File: src/rtl/program_loader_pkg.sv
// Shared definitions for the boot-time program loader: state encoding and
// word geometry used by the loader FSM and its byte assembler.
package program_loader_pkg;

    localparam logic [2:0] ST_HDR   = 3'd0;
    localparam logic [2:0] ST_BODY  = 3'd1;
    localparam logic [2:0] ST_WRITE = 3'd2;
    localparam logic [2:0] ST_DONE  = 3'd3;
    localparam logic [2:0] ST_ERROR = 3'd4;

    localparam int BYTES_PER_WORD = 4;
    localparam int INSTR_W        = 32;

    typedef enum logic [2:0] {
        HDR   = ST_HDR,
        BODY  = ST_BODY,
        WRITE = ST_WRITE,
        DONE  = ST_DONE,
        ERROR = ST_ERROR
    } state_e;

endpackage

File: src/rtl/program_loader_if.sv
// Byte-stream input and instruction-memory / core-control outputs of the
// program loader; slave is the loader side, master the host/bench side.
interface program_loader_if
    import program_loader_pkg::*;
#(
    parameter int ADDR_W = 32
);
    logic               in_valid;
    logic [7:0]         in_data;
    logic               in_ready;
    logic               mem_we;
    logic [ADDR_W-1:0]  mem_addr;
    logic [INSTR_W-1:0] mem_wdata;
    logic               cpu_run;
    logic               busy;
    logic               err;

    modport slave (
        input  in_valid, in_data,
        output in_ready, mem_we, mem_addr, mem_wdata, cpu_run, busy, err
    );

    modport master (
        output in_valid, in_data,
        input  in_ready, mem_we, mem_addr, mem_wdata, cpu_run, busy, err
    );
endinterface

File: src/rtl/program_loader_byte_assembler.sv
// Big-endian byte-to-word shifter. word_o already includes the byte being
// shifted this cycle, so the caller can act on a full word without waiting.
module byte_assembler
    import program_loader_pkg::*;
(
    input  logic               clk,
    input  logic               reset,
    input  logic               shift_en_i,
    input  logic [7:0]         byte_i,
    input  logic               clear_i,
    output logic [INSTR_W-1:0] word_o,
    output logic               word_full_o
);
    logic [INSTR_W-1:0] word_q, word_d;
    logic [1:0]         cnt_q, cnt_d;

    // Next shift-register value and byte count; full pulses on the last byte.
    always_comb begin
        word_d      = word_q;
        cnt_d       = cnt_q;
        word_o      = {word_q[INSTR_W-9:0], byte_i};
        word_full_o = 1'b0;
        if (clear_i) begin
            word_d = '0;
            cnt_d  = 2'd0;
        end else if (shift_en_i) begin
            word_d      = {word_q[INSTR_W-9:0], byte_i};
            cnt_d       = cnt_q + 2'd1;
            word_full_o = (cnt_q == 2'(BYTES_PER_WORD - 1));
        end else begin
            word_d = word_q;
        end
    end

    // Shift register and byte counter state.
    always_ff @(posedge clk or negedge reset) begin
        if (!reset) begin
            word_q <= '0;
            cnt_q  <= 2'd0;
        end else begin
            word_q <= word_d;
            cnt_q  <= cnt_d;
        end
    end
endmodule

File: src/rtl/program_loader.sv
// Boot loader: reads a big-endian word count then that many instruction
// words, writes them to instruction memory from address 0, then releases the core.
module program_loader
    import program_loader_pkg::*;
#(
    parameter int MAX_WORDS = 1024,
    parameter int ADDR_W    = 32
)
(
    input  logic             clk,
    input  logic             reset,
    program_loader_if.slave  bus_if
);
    state_e             state_q, state_d;
    logic [ADDR_W-1:0]  idx_q, idx_d;
    logic [ADDR_W-1:0]  count_q, count_d;
    logic [ADDR_W-1:0]  mem_addr_q, mem_addr_d;
    logic [INSTR_W-1:0] mem_wdata_q, mem_wdata_d;
    logic               mem_we_q, mem_we_d;
    logic               cpu_run_q, cpu_run_d;
    logic               busy_q, busy_d;
    logic               err_q, err_d;
    logic               in_ready_q, in_ready_d;

    logic               accept_s;
    logic               asm_clear_s;
    logic               word_full_s;
    logic [INSTR_W-1:0] asm_word_s;
    logic               hdr_bad_s;
    logic               last_s;

    assign accept_s    = bus_if.in_valid & in_ready_q;
    assign asm_clear_s = (state_q == DONE) || (state_q == ERROR);
    assign hdr_bad_s   = (asm_word_s == 32'd0) || (asm_word_s > 32'(MAX_WORDS));
    assign last_s      = ((idx_q + {{(ADDR_W-1){1'b0}}, 1'b1}) == count_q);

    byte_assembler u_asm (
        .clk         (clk),
        .reset       (reset),
        .shift_en_i  (accept_s),
        .byte_i      (bus_if.in_data),
        .clear_i     (asm_clear_s),
        .word_o      (asm_word_s),
        .word_full_o (word_full_s)
    );

    // Next-state and registered-output decode.
    always_comb begin
        state_d     = state_q;
        idx_d       = idx_q;
        count_d     = count_q;
        mem_we_d    = 1'b0;
        mem_addr_d  = mem_addr_q;
        mem_wdata_d = mem_wdata_q;
        cpu_run_d   = cpu_run_q;
        busy_d      = busy_q;
        err_d       = err_q;
        case (state_q)
            HDR: begin
                if (word_full_s) begin
                    if (hdr_bad_s) begin
                        state_d = ERROR;
                        err_d   = 1'b1;
                    end else begin
                        state_d = BODY;
                        busy_d  = 1'b1;
                        idx_d   = '0;
                        count_d = ADDR_W'(asm_word_s);
                    end
                end else begin
                    state_d = HDR;
                end
            end
            BODY: begin
                if (word_full_s) begin
                    state_d     = WRITE;
                    mem_we_d    = 1'b1;
                    mem_addr_d  = idx_q;
                    mem_wdata_d = asm_word_s;
                end else begin
                    state_d = BODY;
                end
            end
            WRITE: begin
                if (last_s) begin
                    state_d   = DONE;
                    cpu_run_d = 1'b1;
                    busy_d    = 1'b0;
                end else begin
                    state_d = BODY;
                    idx_d   = idx_q + {{(ADDR_W-1){1'b0}}, 1'b1};
                end
            end
            DONE: begin
                state_d   = DONE;
                cpu_run_d = 1'b1;
                busy_d    = 1'b0;
            end
            ERROR: begin
                state_d   = ERROR;
                err_d     = 1'b1;
                cpu_run_d = 1'b0;
                busy_d    = 1'b0;
            end
            default: begin
                // An illegal encoding is treated as a fault: never release the core.
                state_d   = ERROR;
                err_d     = 1'b1;
                cpu_run_d = 1'b0;
                busy_d    = 1'b0;
            end
        endcase
        in_ready_d = (state_d == HDR) || (state_d == BODY);
    end

    // State, counters and all registered outputs.
    always_ff @(posedge clk or negedge reset) begin
        if (!reset) begin
            state_q     <= HDR;
            idx_q       <= '0;
            count_q     <= '0;
            mem_we_q    <= 1'b0;
            mem_addr_q  <= '0;
            mem_wdata_q <= '0;
            cpu_run_q   <= 1'b0;
            busy_q      <= 1'b0;
            err_q       <= 1'b0;
            in_ready_q  <= 1'b0;
        end else begin
            state_q     <= state_d;
            idx_q       <= idx_d;
            count_q     <= count_d;
            mem_we_q    <= mem_we_d;
            mem_addr_q  <= mem_addr_d;
            mem_wdata_q <= mem_wdata_d;
            cpu_run_q   <= cpu_run_d;
            busy_q      <= busy_d;
            err_q       <= err_d;
            in_ready_q  <= in_ready_d;
        end
    end

    assign bus_if.in_ready  = in_ready_q;
    assign bus_if.mem_we    = mem_we_q;
    assign bus_if.mem_addr  = mem_addr_q;
    assign bus_if.mem_wdata = mem_wdata_q;
    assign bus_if.cpu_run   = cpu_run_q;
    assign bus_if.busy      = busy_q;
    assign bus_if.err       = err_q;
endmodule

File: src/flat_wrapper.sv
// flat-port wrapper written by rule: the top's interface ports become plain ports
module program_loader_flat import program_loader_pkg::*;
#(
    parameter int MAX_WORDS = 1024,
    parameter int ADDR_W    = 32
)
  (clk, reset, bus_if_in_valid, bus_if_in_data, bus_if_in_ready, bus_if_mem_we, bus_if_mem_addr, bus_if_mem_wdata, bus_if_cpu_run, bus_if_busy, bus_if_err);
  program_loader_if #(.ADDR_W(ADDR_W)) bus_if_i ();
  input  logic clk;
  input  logic reset;
  input wire logic [$bits(bus_if_i.in_valid)-1:0] bus_if_in_valid;
  input wire logic [$bits(bus_if_i.in_data)-1:0] bus_if_in_data;
  output wire logic [$bits(bus_if_i.in_ready)-1:0] bus_if_in_ready;
  output wire logic [$bits(bus_if_i.mem_we)-1:0] bus_if_mem_we;
  output wire logic [$bits(bus_if_i.mem_addr)-1:0] bus_if_mem_addr;
  output wire logic [$bits(bus_if_i.mem_wdata)-1:0] bus_if_mem_wdata;
  output wire logic [$bits(bus_if_i.cpu_run)-1:0] bus_if_cpu_run;
  output wire logic [$bits(bus_if_i.busy)-1:0] bus_if_busy;
  output wire logic [$bits(bus_if_i.err)-1:0] bus_if_err;
  assign bus_if_i.in_valid = bus_if_in_valid;
  assign bus_if_i.in_data = bus_if_in_data;
  assign bus_if_in_ready = bus_if_i.in_ready;
  assign bus_if_mem_we = bus_if_i.mem_we;
  assign bus_if_mem_addr = bus_if_i.mem_addr;
  assign bus_if_mem_wdata = bus_if_i.mem_wdata;
  assign bus_if_cpu_run = bus_if_i.cpu_run;
  assign bus_if_busy = bus_if_i.busy;
  assign bus_if_err = bus_if_i.err;
  program_loader #(.MAX_WORDS(MAX_WORDS), .ADDR_W(ADDR_W)) u_core (.clk(clk), .reset(reset), .bus_if(bus_if_i));
endmodule
File: config.mk
export PLATFORM = sky130hd
export DESIGN_NAME = program_loader_flat
export DESIGN_NICKNAME = d
export VERILOG_FILES = /design/src/rtl/program_loader_pkg.sv /design/src/rtl/program_loader_if.sv /design/src/rtl/program_loader_byte_assembler.sv /design/src/rtl/program_loader.sv /design/src/flat_wrapper.sv
export SDC_FILE = /design/constraint.sdc
export NUM_CORES = 1
export LEC_CHECK = 0
export BUFFER_PORTS_ARGS = -buffer_cell sky130_fd_sc_hd__buf_2
export CORE_MARGIN = 3
export CORE_UTILIZATION = 40
export DETAILED_ROUTE_END_ITERATION = 12
export HOLD_SLACK_MARGIN = 0.03
export PLACE_DENSITY = 0.56
export SLEW_MARGIN = 0
export SYNTH_ARGS = -nofsm -noshare
export SYNTH_HDL_FRONTEND = slang
export SYNTH_SLANG_ARGS = --single-unit
File: constraint.sdc
create_clock -name clk -period 4.01 [get_ports clk]
set_clock_uncertainty 0.15 [all_clocks]
set_input_delay 0.6015 -clock clk [delete_from_list [all_inputs] [get_ports clk]]
set_output_delay 0.6015 -clock clk [all_outputs]
set_load 0.01 [all_outputs]
# Word-level counts from Yosys, hierarchy flattened
# Cells that the tools add are included.
# op_classes
n_addsub	2
magnitude_cmp	1
eq_ne	12
mux	26
n_bitwise	5
reduce_logical	16
# ops
op	n
$mux W32	3
$pmux W32 S2	1
$mux W24	2
$add A32 B1 Y32 const B	1
$eq A32 B32 Y1	1
$gt A32 B11 Y1 const B	1
$logic_not A32 Y1	1
$pmux W3 S4	1
$mux W1	10
$mux W2	4
$reduce_and A4 Y1	2
$eq A3 B1 Y1 const B	2
$eq A3 B2 Y1 const B	2
$logic_not A3 Y1	2
$mux W3	2
$ne A2 B2 Y1 const B	3
$pmux W1 S3	2
$reduce_and A3 Y1	2
$ne A2 B1 Y1 const B	2
$not A1 Y1	4
$reduce_and A2 Y1	2
$reduce_bool A2 Y1	2
$eq A3 B3 Y1 const B	1
$logic_or A1 B1 Y1	3
6 further kinds	6
# word_totals
register_bits	162
word_cells	74

# Depth between registers and ports, before layout
# Gate-level depths: netlist of the first run.
# depth
depth_word	7
mapped_depth	14

# Cells and area by module
# Synthesis of the first run repeated with hierarchy kept, for this count alone.
# hier_totals
cells_unflattened	785
hier_area_um2	8414.3
# modules_own_cells
module	n_inst	cells_each	area_each_um2	seq_area_each_um2
program_loader	1	690	7258.2	3403.3
byte_assembler	1	95	1156.1	650.6

# Least setup slack after synthesis of the first run
# Ideal clock, no wire load.
# synth_path
path_type	reg-to-reg
startpoint	reg u_core.idx_q[0]
endpoint	reg u_core.idx_q[27]
setup_time_ns	0.138
arrival_ns	3.002
slack_ns	0.720
path_stages_with_launch	14
n_path_buf	3
period_less_slack_ns	3.290
path_cell_list	dfrtp_1 ha_1 nand3_1 buf_2 or4_4 nor4_4 xnor2_1 o21ai_1 nand4_1 nor4_4 buf_6 buf_12 mux2i_1 o22ai_1
# synth_via
elab_chain_len	4
elab_cells_between_ends	6
cone_classes	add/sub (1); eq/ne (2); mux (2); reduce/logical (1)
# synth_lines
element	line	text
start, declared	program_loader.sv:15	logic [ADDR_W-1:0] idx_q, idx_d;
start signal, assigned	program_loader.sv:131	idx_q <= idx_d;
$add A32 B1 Y32 *	program_loader.sv:35, program_loader.sv:91	
$eq A32 B32 Y1	program_loader.sv:35	assign last_s = ((idx_q + {{(ADDR_W-1){1'b0}}, 1'b1}) == count_q);
$ne A2 B2 Y1 (no source line)	n/a	
$reduce_and A4 Y1 (no source line)	n/a	
# Every way passes the cells marked *; elsewhere a longest branch is shown, timed or not. The select of a mux whose other input is x is not followed.
# A chain may end at the register's enable or synchronous reset.

# Final worst setup path of the first run
# layout_path
startpoint	reg u_core.idx_q[4]
endpoint	reg u_core.idx_q[28]
# The elaborated chain is that of the path after synthesis.

==> results by group, run 1 <==
Place
  • Number of port buffers: 79
  • DP Cell Count: 1101
  • Hpwl dp: 15330 um
  • RePlAce Congestion: 0.9276

Critical path
  • RR Endpoint: u_core.idx_q[28]
  • Reg2reg start: u_core.idx_q[4]
  • Critical Path RT: roughly 4.2 ns
  • CP startpoint: u_core.idx_q[4]
  • Worst reg2reg setup slack: 0.28 ns
  • Critical path type: flop to flop
  • Startpoint types: flop
  • Worst Path Max Fanout: 12
  • Crit path to: u_core.idx_q[28]
  • Crit end category: flop
  • R2R cell count: 10
  • Worst EP arrival: 3.89 ns

Clock tree
  • Postcts setup bufs: 0
  • CTS resizes: 0
  • Hold_buf cts: 0
  • Clk root buf: clkbuf_16
  • CTS tree: built
  • Cts bufs inserted: 17
  • Worst-case clock buffer depth: 2
  • Worst skew pair latency: 0.43 ns
  • H-tree levels: 4
  • Clk slew on worst S/H paths: 0.07 ns
  • Sink Count: about 160

Pwr
  • LEAKAGE: around 4.4 nW
  • Peak VDD IR: 311.0 uV
  • Part of the power in the clock network: 0.496
  • Switching Share: 0.2524
  • Total chip power: approximately 3.3 mW
  • P_int: ~2.5 mW
  • Switching pwr: ~840 uW
  • Power Dens Cells: 350.1 nW/um^2
  • Reg power frac: 0.490
  • Logic pwr share: 0.014

Yosys
  • Syn_nets: 804
  • Main synth FF type: dfrtp_1
  • Ranking of synthesized cells by area: dfrtp_1, mux2_2, nand2_1
  • Gate Count Post-Synth: 791
  • Warning count from the yosys run: 0
  • Fraction of registers with async set/reset: 1.000
  • Post-synth EDFFs: 0
  • Post-synthesis area per instance: 10.36 sq um
  • Most area-hungry cell type in the Yosys netlist: dfrtp_1
  • Synth top area share: 0.4949
  • FF+latch count, synth: 162
  • Post-synthesis instance area: 8192 sq um
  • Number of distinct library cells after synthesis: 59
  • Register area share after synthesis: 0.4949

Route
  • Drt first-iter violations: 529
  • Vias after detailed routing: roughly 6400
  • DRT antenna net count: 0
  • Drc violations: 0
  • Detailed Route WL: 21750 um
  • Via density per instance: ~5.6
  • First-pass iteration count of the detailed router: 5
  • Post-DR wirelength/cell: 19.20 um

GRT
  • First-pass GRT wire length: 35420 um
  • GRT Overall Usage: 0.2036
  • Initial antenna violation count: 0
  • Total grt overflow: 0
  • Vias in the first global route: 6260
  • Largest net degree at the start of global routing: 83

STA
  • Final setup TNS: 0 ns
  • Worst slew margin: 0.3628
  • Achievable Freq: 268.3 MHz
  • RSZ-0062 raised after global routing: no
  • Max Transition Viols Final: 0
  • Final Setup Violations: 0
  • Minimum clock period: 3.727 ns
  • Hold Vio Cnt, Final: 0
  • Worst-margin pin slew: 0.9558 ns
  • Period utilization: 0.9294

Run
  • Max Cap Violations: 0

Finish
  • Non-filler instance count after layout: approximately 1100
  • FILL cells: ~1800
  • Layout net count: slightly below 900
  • Ant. Diodes: 0
  • Share of layout cells above drive strength 1: 0.2661
  • Syn-to-layout area delta: 16.08%

Floorplanning
  • Die area: 22230 sq um
  • Die Y: about 150 um
  • Starting Density: 0.4141
  • Ports: 80
  • Core ar.: 19780 sq um
  • Die W: 149.1 um
  • Std cell rows: 51

Status
  • Status: finished clean

Hold path
  • Hold Crit Class: input port to async pin
[registers in the layout (all words and copies together), names as in the netlist, 2 cells and up]
name and cells:
u_core.state_q 3, u_core.bus_if.mem_addr 32, u_core.idx_q 32, u_core.bus_if.mem_wdata 32, u_core.u_asm.word_q 24, u_core.count_q 32
u_core.u_asm.cnt_q 2
[synth_stat cells, types with 6 or more instances]
cell      count
nor3_1       21
xor2_1       15
o21ai_0      14
a21oi_1      46
inv_1        20
a31oi_1       9
o22ai_1      11
nand4_1      20
nand2_1      88
nor2b_1       6
buf_2         7
nor2_1       24
nor4_1       17
dfrtp_1     162
clkbuf_1     44
xnor2_1      36
and2_1       25
or3_1         7
nand3_1      35
and3_1        7
o211ai_1     12
mux2_2       77
mux2i_1      15
or4_1         8
[how the worst min path moves through the flow]
stage	endpoint	startpoint	cells past startpoint
2_1_floorplan	u_core.bus_if.busy	reset	0
3_3_place_gp	u_core.bus_if.err	u_core.bus_if.err	1
3_5_place_dp	u_core.bus_if.mem_wdata[6]	u_core.bus_if.mem_wdata[6]	1
4_1_cts	u_core.bus_if.mem_addr[16]	reset	1
5_1_grt	u_core.bus_if.mem_addr[16]	reset	1
6_report	u_core.bus_if.mem_addr[16]	reset	1
[cell families (layout without fill, tap and decap cells)]
group	after synthesis	count (layout)	share of synthesized area
muxes	92	92	0.1242
AOI/OAI and AO/OA	125	125	0.09592
xor gates and xnor gates	51	51	0.05453
DFF	162	162	0.4949
adders and majority gates	2	2	0.003054
buffers and inverters	81	158	0.04338
and+or+nand+nor	278	278	0.1841
[layout make-up]
cell class / instances / area, sq um / area share
flip-flops and latches: 162 / 4054 / 0.4263
multi-input cells: 548 / 3792 / 0.3988
repair buffers: 106 / 641.9 / 0.06750
clock buffers: 17 / 425.4 / 0.04474
well taps: 265 / 331.6 / 0.03487
clock inverters: 15 / 188.9 / 0.01987
inverters: 20 / 75.07 / 0.007895
[cell usage in the layout, fill, tap and decap left out, types with 3 or more instances in the layout]
| master | count |
|---|---|
| dfrtp_1 | 162 |
| nand2_1 | 88 |
| buf_2 | 78 |
| mux2_2 | 77 |
| a21oi_1 | 46 |
| xnor2_1 | 36 |
| nand3_1 | 34 |
| and2_1 | 25 |
| nor2_1 | 24 |
| buf_4 | 24 |
| nor3_1 | 21 |
| inv_1 | 20 |
| nand4_1 | 20 |
| nor4_1 | 17 |
| clkbuf_16 | 17 |
| xor2_1 | 15 |
| mux2i_1 | 15 |
| o21ai_0 | 14 |
| o211ai_1 | 12 |
| o22ai_1 | 11 |
| a31oi_1 | 9 |
| or4_1 | 8 |
| or3_1 | 7 |
| and3_1 | 6 |
| nor2b_1 | 6 |
| clkinv_8 | 6 |
| nor4_4 | 4 |
| o311ai_0 | 4 |
| or2_2 | 3 |
| a21boi_0 | 3 |
| clkinv_4 | 3 |
| inv_6 | 3 |
| buf_12 | 3 |
[power by group through the flow]
stage | Combinational (mW) | Sequential [mW] | Clock [mW]
detailed placement | 0.0498 | 1.66 | 0
finish | 0.0461 | 1.63 | 1.65
global route | 0.0539 | 1.63 | 1.77
CTS | 0.0495 | 1.63 | 1.69
global placement | 0.0479 | 1.66 | 0
floorplan | 0.000703 | 1.67 | 0
[worst max-delay path: stages, from the launching register on]
cell     delay [ns]
dfrtp_1        0.52
nand3_2        0.31
or4_4          0.67
nor4_4         0.35
xnor2_1        0.12
o21ai_1        0.20
nand4_1        0.20
nor4_4         0.40
buf_4          0.28
nor4b_1        0.08
or3_1          0.32
[layer usage]
metal / track usage / vias up / part of all wire
li1: - / 2957 / -
met1: 0.2932 / 3157 / 0.47
met2: 0.3132 / 214 / 0.46
met3: 0.03829 / 37 / 0.054
met4: 0.06362 / 0 / 0.018
met5: 0 / - / 0
[metrics by stage]
step | utilization | hold slack, ns | setup WS [ns] | instance area (sq um)
floorplan | - | 0.1559 | 0.7198 | 8192
global placement | 0.4494 | 0.3258 | 0.2891 | 8890
detailed placement | 0.4494 | 0.3394 | 0.2405 | 8890
CTS | 0.4805 | 0.08661 | 0.2323 | 9504
global route | 0.4807 | 0.09267 | 0.02044 | 9509
finish | 0.4807 | 0.03318 | 0.2829 | 9509
(Power assumes the default switching activity.)
==> run 2, diff against run 1 <==
- CORE_UTILIZATION: 40 -> 49
- CTS_CLUSTER_DIAMETER: not set -> 60
- PLACE_DENSITY: 0.56 -> 0.66
==> results by group, run 2 (synthesis results as in run 1) <==
Critical path
  • Worst reg2reg setup slack: 0.36 ns (+0.07 ns)
  • CP Cell Sequence: nand3_2, or4_4, nor4_4, xnor2_1, o21ai_1, nand4_1, nor4_4, buf_12, nor2_1, mux2_2
  • Startpoint types: flop
  • R2R cell count: 10 (unchanged)
  • Peak per-stage delay on the critical path: 0.65 ns (-0.02 ns)
  • Reg2reg start: u_core.idx_q[4]
  • Bufs and invs on worst path: 1 (unchanged)
  • Critical path type: flop to flop
  • Critical Path RT: 4.18 ns (about the same)
  • Worst EP arrival: 3.82 ns (-0.07 ns)
  • RR Endpoint: u_core.idx_q[0]
  • Cell at the slowest stage of the critical path: or4_4
  • Crit end category: flop
  • Top delay family on crit path: simple AND/OR/NAND/NOR gates
  • Worst Path Max Fanout: 35 (+23)
  • Most frequent CP cell: nor4_4

Route
  • First-pass iteration count of the detailed router: 5 (unchanged)
  • DRT antenna net count: 0 (unchanged)
  • Vias after detailed routing: 6348 (-0.27%)
  • Drt first-iter violations: 503 (-4.9%)
  • Via density per instance: 5.883 (+4.7%)
  • Drc violations: 0 (unchanged)
  • Detailed Route WL: 20950 um (-3.7%)
  • Post-DR wirelength/cell: 19.42 um (+1.1%)

STA
  • Achievable Freq: 273.8 MHz (+2.0%)
  • Period utilization: 0.9108 (-0.01861)
  • Final setup TNS: 0 ns (unchanged)
  • RSZ-0062 raised after global routing: no
  • Hold Vio Cnt, Final: 0 (unchanged)
  • Final Setup Violations: 0 (unchanged)
  • Minimum clock period: 3.652 ns (-0.07461 ns)
  • Worst slew margin: 0.2767 (-0.08614)
  • Max Transition Viols Final: 0 (unchanged)
  • Worst-margin pin slew: 1.085 ns (+0.1292 ns)

Clock tree
  • Postcts setup bufs: 0 (unchanged)
  • Cts bufs inserted: 17 (unchanged)
  • Clk slew on worst S/H paths: 0.07 ns (about the same)
  • CTS resizes: 0 (unchanged)
  • CTS tree: built
  • Clk root buf: clkbuf_16
  • Sink Count: 162 (unchanged)
  • Worst skew pair latency: 0.44 ns (about the same)
  • Hold_buf cts: 0 (unchanged)
  • H-tree levels: 4 (unchanged)
  • Worst-case clock buffer depth: 2 (unchanged)

Floorplanning
  • Std cell rows: 46 (-9.8%)
  • Ports: 80 (unchanged)
  • Die W: 135.3 um (-9.3%)
  • Die Y: 135.3 um (-9.3%)
  • Core ar.: 16120 sq um (-19%)
  • Starting Density: 0.5083 (+0.09420)
  • Die area: 18300 sq um (-18%)

Pwr
  • Total chip power: 3.343 mW (+0.42%)
  • Peak VDD IR: 298.0 uV (-4.2%)
  • Power Dens Cells: 356.1 nW/um^2 (+1.7%)
  • LEAKAGE: 4.355 nW (-0.92%)

Place
  • Hpwl dp: 14690 um (-4.1%)
  • Post-DP Area: 8771 sq um (-1.3%)
  • Number of port buffers: 79 (unchanged)
  • RePlAce Congestion: 0.9465 (+2.0%)

Finish
  • Post-route cell area: 9388 sq um (-1.3%)
  • Register area: 4054 sq um (unchanged)
  • Most common cell after layout, fill and taps aside: dfrtp_1
  • FILL cells: 1395 (-24%)
  • Multi-input gate area: 3787 sq um (-0.13%)
  • Ant. Diodes: 0 (unchanged)
  • Syn-to-layout area delta: 14.60%
  • Most frequent cells in the layout: dfrtp_1, nand2_1, buf_2
  • Share of layout cells above drive strength 1: 0.2607 (-0.005411)
  • Layout net count: 863 (-0.58%)

GRT
  • Initial antenna violation count: 0 (unchanged)
  • Top Usage Layer GRT: met2
  • GRT Overall Usage: 0.2381 (+0.03449)
  • Vias in the first global route: 6337 (+1.2%)
  • First-pass GRT wire length: 34470 um (-2.7%)
  • Largest net degree at the start of global routing: 87 (+4.8%)
  • Total grt overflow: 0 (unchanged)
  • Met3 Usage GRT: 0.05201 (+0.01372)
  • Met2 usage: 0.3631 (+0.04992)
  • GR Layer Usage met1: 0.3490 (+0.05587)

Status
  • Status: finished clean

Run
  • Max Cap Violations: 0 (unchanged)

Hold path
  • Hold Crit Class: input port to async pin
==> run 2: cell types whose count changed in the layout (fill, tap and decap cells not counted) <==
cell	change
nand3_1	+1
clkinv_8	-4
clkinvlp_4	+1
nand3_2	-1
buf_4	-4
clkinv_4	-1
buf_12	-1
bufinv_16	+1
inv_6	+1
inv_8	+2
==> run 2: area by class of cell <==
type | count | share of cell area
repair buffers | 101 | 0.06304
clock inverters | 15 | 0.01959
clock buffers | 17 | 0.04532
well taps | 216 | 0.02879
flip-flops and latches | 162 | 0.4318
inverters | 20 | 0.007997
multi-input cells | 548 | 0.4034
==> run 2: stage by stage <==
stage	utilization	hold WS [ns]	cells	setup slack (ns)
final	0.5825	0.06186	1079	0.3575
after global routing	0.5825	0.1274	1079	0.1339
after CTS	0.5821	0.1005	1078	0.1381
after detailed placement	0.5443	0.3325	1046	0.1640
after global placement	0.5443	0.3272	1046	0.2385
after floorplan	-	0.1559	791	0.7198
==> run 2: how the worst max path moves through the flow <==
stage	startpoint	end	cells past startpoint
2_1_floorplan	u_core.idx_q[0]	u_core.idx_q[27]	13
5_1_grt	u_core.idx_q[4]	u_core.idx_q[25]	9
4_1_cts	u_core.idx_q[7]	u_core.idx_q[0]	10
3_5_place_dp	u_core.idx_q[7]	u_core.idx_q[0]	10
6_report	u_core.idx_q[4]	u_core.idx_q[0]	10
3_3_place_gp	u_core.idx_q[7]	u_core.idx_q[0]	10
==> run 2: layer usage <==
layer,vias to the layer above,routed length (um)
met3,19,1107
met1,3174,9901
met5,-,0
li1,2954,-
met2,201,9697
met4,0,244
==> run 2: power by group <==
part / switching (mW) / internal [mW] / leakage [nW] / total (mW)
clock network: 0.766 / 0.899 / 0.295 / 1.67
logic: 0.0372 / 0.00729 / 1.96 / 0.0445
registers: 0 / 1.63 / 2.10 / 1.63
==> run 3, diff against run 2 <==
- SYNTH_HIERARCHICAL: not set -> 1
==> results by group, run 3 <==
Route
  • Detailed Route WL: 21960 um (+4.8%)
  • First-pass iteration count of the detailed router: 5 (unchanged)
  • Drc violations: 0 (unchanged)
  • Post-DR wirelength/cell: 20.37 um (+4.9%)
  • Drt first-iter violations: 513 (+2.0%)
  • DRT antenna net count: 0 (unchanged)
  • Vias after detailed routing: 6412 (+1.0%)
  • Via density per instance: 5.948 (+1.1%)

GRT
  • First-pass GRT wire length: 35110 um (+1.9%)
  • Total grt overflow: 0 (unchanged)
  • Largest net degree at the start of global routing: 83 (-4.6%)
  • GRT Overall Usage: 0.2423 (+0.004159)
  • Initial antenna violation count: 0 (unchanged)
  • Vias in the first global route: 6449 (+1.8%)

Yosys
  • FF+latch count, synth: 162 (unchanged)
  • Main combinational cell family by area after synthesis: simple AND/OR/NAND/NOR gates
  • Fraction of registers with async set/reset: 1.000 (unchanged)
  • Most frequent cell after synthesis: dfrtp_1
  • Synthesized-area fraction occupied by adder cells: 0.002974 (-0.00008086)
  • Synth Area in Simple Gates: 0.1853 (+0.001225)
  • Synth top area share: 0.4818 (-0.01310)
  • Main synth FF type: dfrtp_1
  • XOR/XNOR Fraction of Synth Area: 0.04268 (-0.01185)
  • Post-synthesis area per instance: 10.72 sq um (+3.5%)
  • Compound-Gate Fraction of Synth Area: 0.09948 (+0.003558)
  • Gate Count Post-Synth: 785 (-0.76%)
  • Synth cell count leaders: dfrtp_1, mux2_2, nor2_1, nand2_1, xnor2_1
  • Most area-hungry cell type in the Yosys netlist: dfrtp_1
  • Number of distinct library cells after synthesis: 71 (+20%)
  • Ranking of synthesized cells by area: dfrtp_1, mux2_2, mux2i_1
  • Syn_nets: 798 (-0.75%)
  • Post-synth EDFFs: 0 (unchanged)
  • Post-synthesis instance area: 8414 sq um (+2.7%)
  • Mux cell area share after synthesis: 0.1362 (+0.01203)
  • Register area share after synthesis: 0.4818 (-0.01310)
  • Warning count from the yosys run: 6 (+6)

STA
  • Final Setup Violations: 0 (unchanged)
  • Final setup TNS: 0 ns (unchanged)
  • Hold Vio Cnt, Final: 0 (unchanged)
  • Period utilization: 0.9289 (+0.01803)
  • Achievable Freq: 268.5 MHz (-1.9%)
  • Worst slew margin: 0.2189 (-0.05776)
  • Max Transition Viols Final: 0 (unchanged)
  • RSZ-0062 raised after global routing: no
  • Worst-margin pin slew: 1.172 ns (+0.08663 ns)
  • Minimum clock period: 3.725 ns (+0.07228 ns)

Place
  • RePlAce Congestion: 0.9530 (+0.69%)
  • Number of port buffers: 79 (unchanged)
  • Hpwl dp: 15320 um (+4.3%)

Finish
  • Most frequent cells in the layout: dfrtp_1, buf_2, mux2_2
  • Share of layout cells above drive strength 1: 0.2716 (+0.01084)
  • Layout net count: 858 (-0.58%)
  • Most common cell after layout, fill and taps aside: dfrtp_1
  • Syn-to-layout area delta: 13.31%
  • Ant. Diodes: 0 (unchanged)

Floorplanning
  • Die Y: 137.0 um (+1.3%)
  • Std cell rows: 47 (+2.2%)
  • Core ar.: 16700 sq um (+3.6%)
  • Die area: 18780 sq um (+2.6%)
  • Starting Density: 0.5038 (-0.004487)
  • Die W: 137.0 um (+1.3%)
  • Ports: 80 (unchanged)

Status
  • Status: finished clean

Clock tree
  • Sink Count: 162 (unchanged)
  • Clk root buf: clkbuf_16
  • Cts bufs inserted: 17 (unchanged)
  • Worst skew pair latency: 0.43 ns (about the same)
  • CTS tree: built
  • Hold_buf cts: 0 (unchanged)
  • Clk slew on worst S/H paths: 0.06 ns (about the same)
  • Worst-case clock buffer depth: 2 (unchanged)
  • H-tree levels: 4 (unchanged)
  • Postcts setup bufs: 0 (unchanged)
  • CTS resizes: 0 (unchanged)

Pwr
  • Power Dens Cells: 346.8 nW/um^2 (-2.6%)
  • Peak VDD IR: 273.5 uV (-8.2%)
  • LEAKAGE: 4.549 nW (+4.4%)
  • Total chip power: 3.307 mW (-1.1%)

Critical path
  • Cell at the slowest stage of the critical path: dfrtp_1
  • Worst Path Max Fanout: 15 (-57%)
  • Peak per-stage delay on the critical path: 0.65 ns (about the same)
  • Critical Path RT: 4.14 ns (-0.04 ns)
  • Bufs and invs on worst path: 0 (-1)
  • Startpoint types: flop
  • Critical path type: flop to flop
  • Top delay family on crit path: simple AND/OR/NAND/NOR gates
  • Crit end category: flop
  • CP Cell Sequence: nand4_4, or3_1, or3_4, mux2i_1, nor3_1, and4bb_1, a21oi_2, nand2b_1, o221ai_1
  • Worst EP arrival: 3.86 ns (+0.04 ns)
  • Worst reg2reg setup slack: 0.29 ns (-0.07 ns)

Hold path
  • Hold Crit Class: input port to async pin

Run
  • Max Cap Violations: 0 (unchanged)
[run 3: changes by cell type after synthesis, sizes merged, moves of 6 or more]
cell,before,now
a21oi,46,31
buf,17,42
clkbuf,44,21
mux2i,15,29
nand2,88,42
nand2b,2,9
nand3,36,24
nor2,24,63
o211ai,12,2
o22ai,11,4
o2bb2ai,0,16
or4,9,3
xor2,15,9
[run 3: where the power goes]
| group | switching, mW | internal (mW) | total [mW] |
|---|---|---|---|
| combinational | 0.0379 | 0.00737 | 0.0453 |
| sequential | 0 | 1.63 | 1.63 |
| clock | 0.717 | 0.911 | 1.63 |
[run 3: stage by stage]
stage	std cells	instance area, sq um	setup slack [ns]	utilization	hold WS (ns)
final	1078	9534	0.2853	0.5709	0.06037
after global placement	1046	8944	0.4176	0.5355	0.3048
after global routing	1078	9534	0.1109	0.5709	0.1056
after detailed placement	1046	8944	0.3522	0.5355	0.3095
after CTS	1078	9534	0.3342	0.5709	0.09968
after floorplan	785	8414	1.076	-	0.1559
[run 3: logic make-up after synthesis]
| logic type | count (synthesis) |
|---|---|
| AOI/OAI and AO/OA | 122 |
| and+or+nand+nor | 273 |
| buffers and inverters | 80 |
| muxes | 105 |
| xor gates and xnor gates | 41 |
| adders and majority gates | 2 |
| DFF | 162 |
[run 3: worst paths after layout]
kind | cells after the start | from | end
worst max-delay path | 9 | u_core/idx_q[3] | u_core/idx_q[19]
worst min-delay path | 1 | reset | u_core/bus_if.mem_addr[21]
worst max register to register | 9 | u_core/idx_q[3] | u_core/idx_q[19]
worst min register to register | 1 | u_core/bus_if.err | u_core/bus_if.err
max in group asynchronous | 2 | reset | u_core/bus_if.mem_addr[0]
min in group clk | 1 | u_core/bus_if.err | u_core/bus_if.err
[run 3: cell type report]
| cell class | instances | area (sq um) |
|---|---|---|
| sequential | 162 | 4054 |
| tap | 220 | 275.3 |
| clock inverter | 13 | 137.6 |
| clock buffer | 19 | 452.9 |
| timing repair buffer | 104 | 614.3 |
| inverter | 17 | 63.81 |
| multi-input combinational | 543 | 3936 |
| fill | 1500 | 7167 |
[run 3: per-layer routing]
layer  global-route usage  vias up  share of wire
li1                     -     2931              -
met1               0.3140     3151           0.42
met2               0.3962      264           0.48
met3              0.04301       66          0.058
met4               0.1114        0          0.041
met5                    0        -              0
[run 3: worst reg2reg max path, stage by stage (launching register included)]
cell	delay, ns
dfrtp_1	0.65
nand4_4	0.29
or3_1	0.47
or3_4	0.41
mux2i_1	0.13
nor3_1	0.22
and4bb_1	0.27
a21oi_2	0.30
nand2b_1	0.50
o221ai_1	0.18
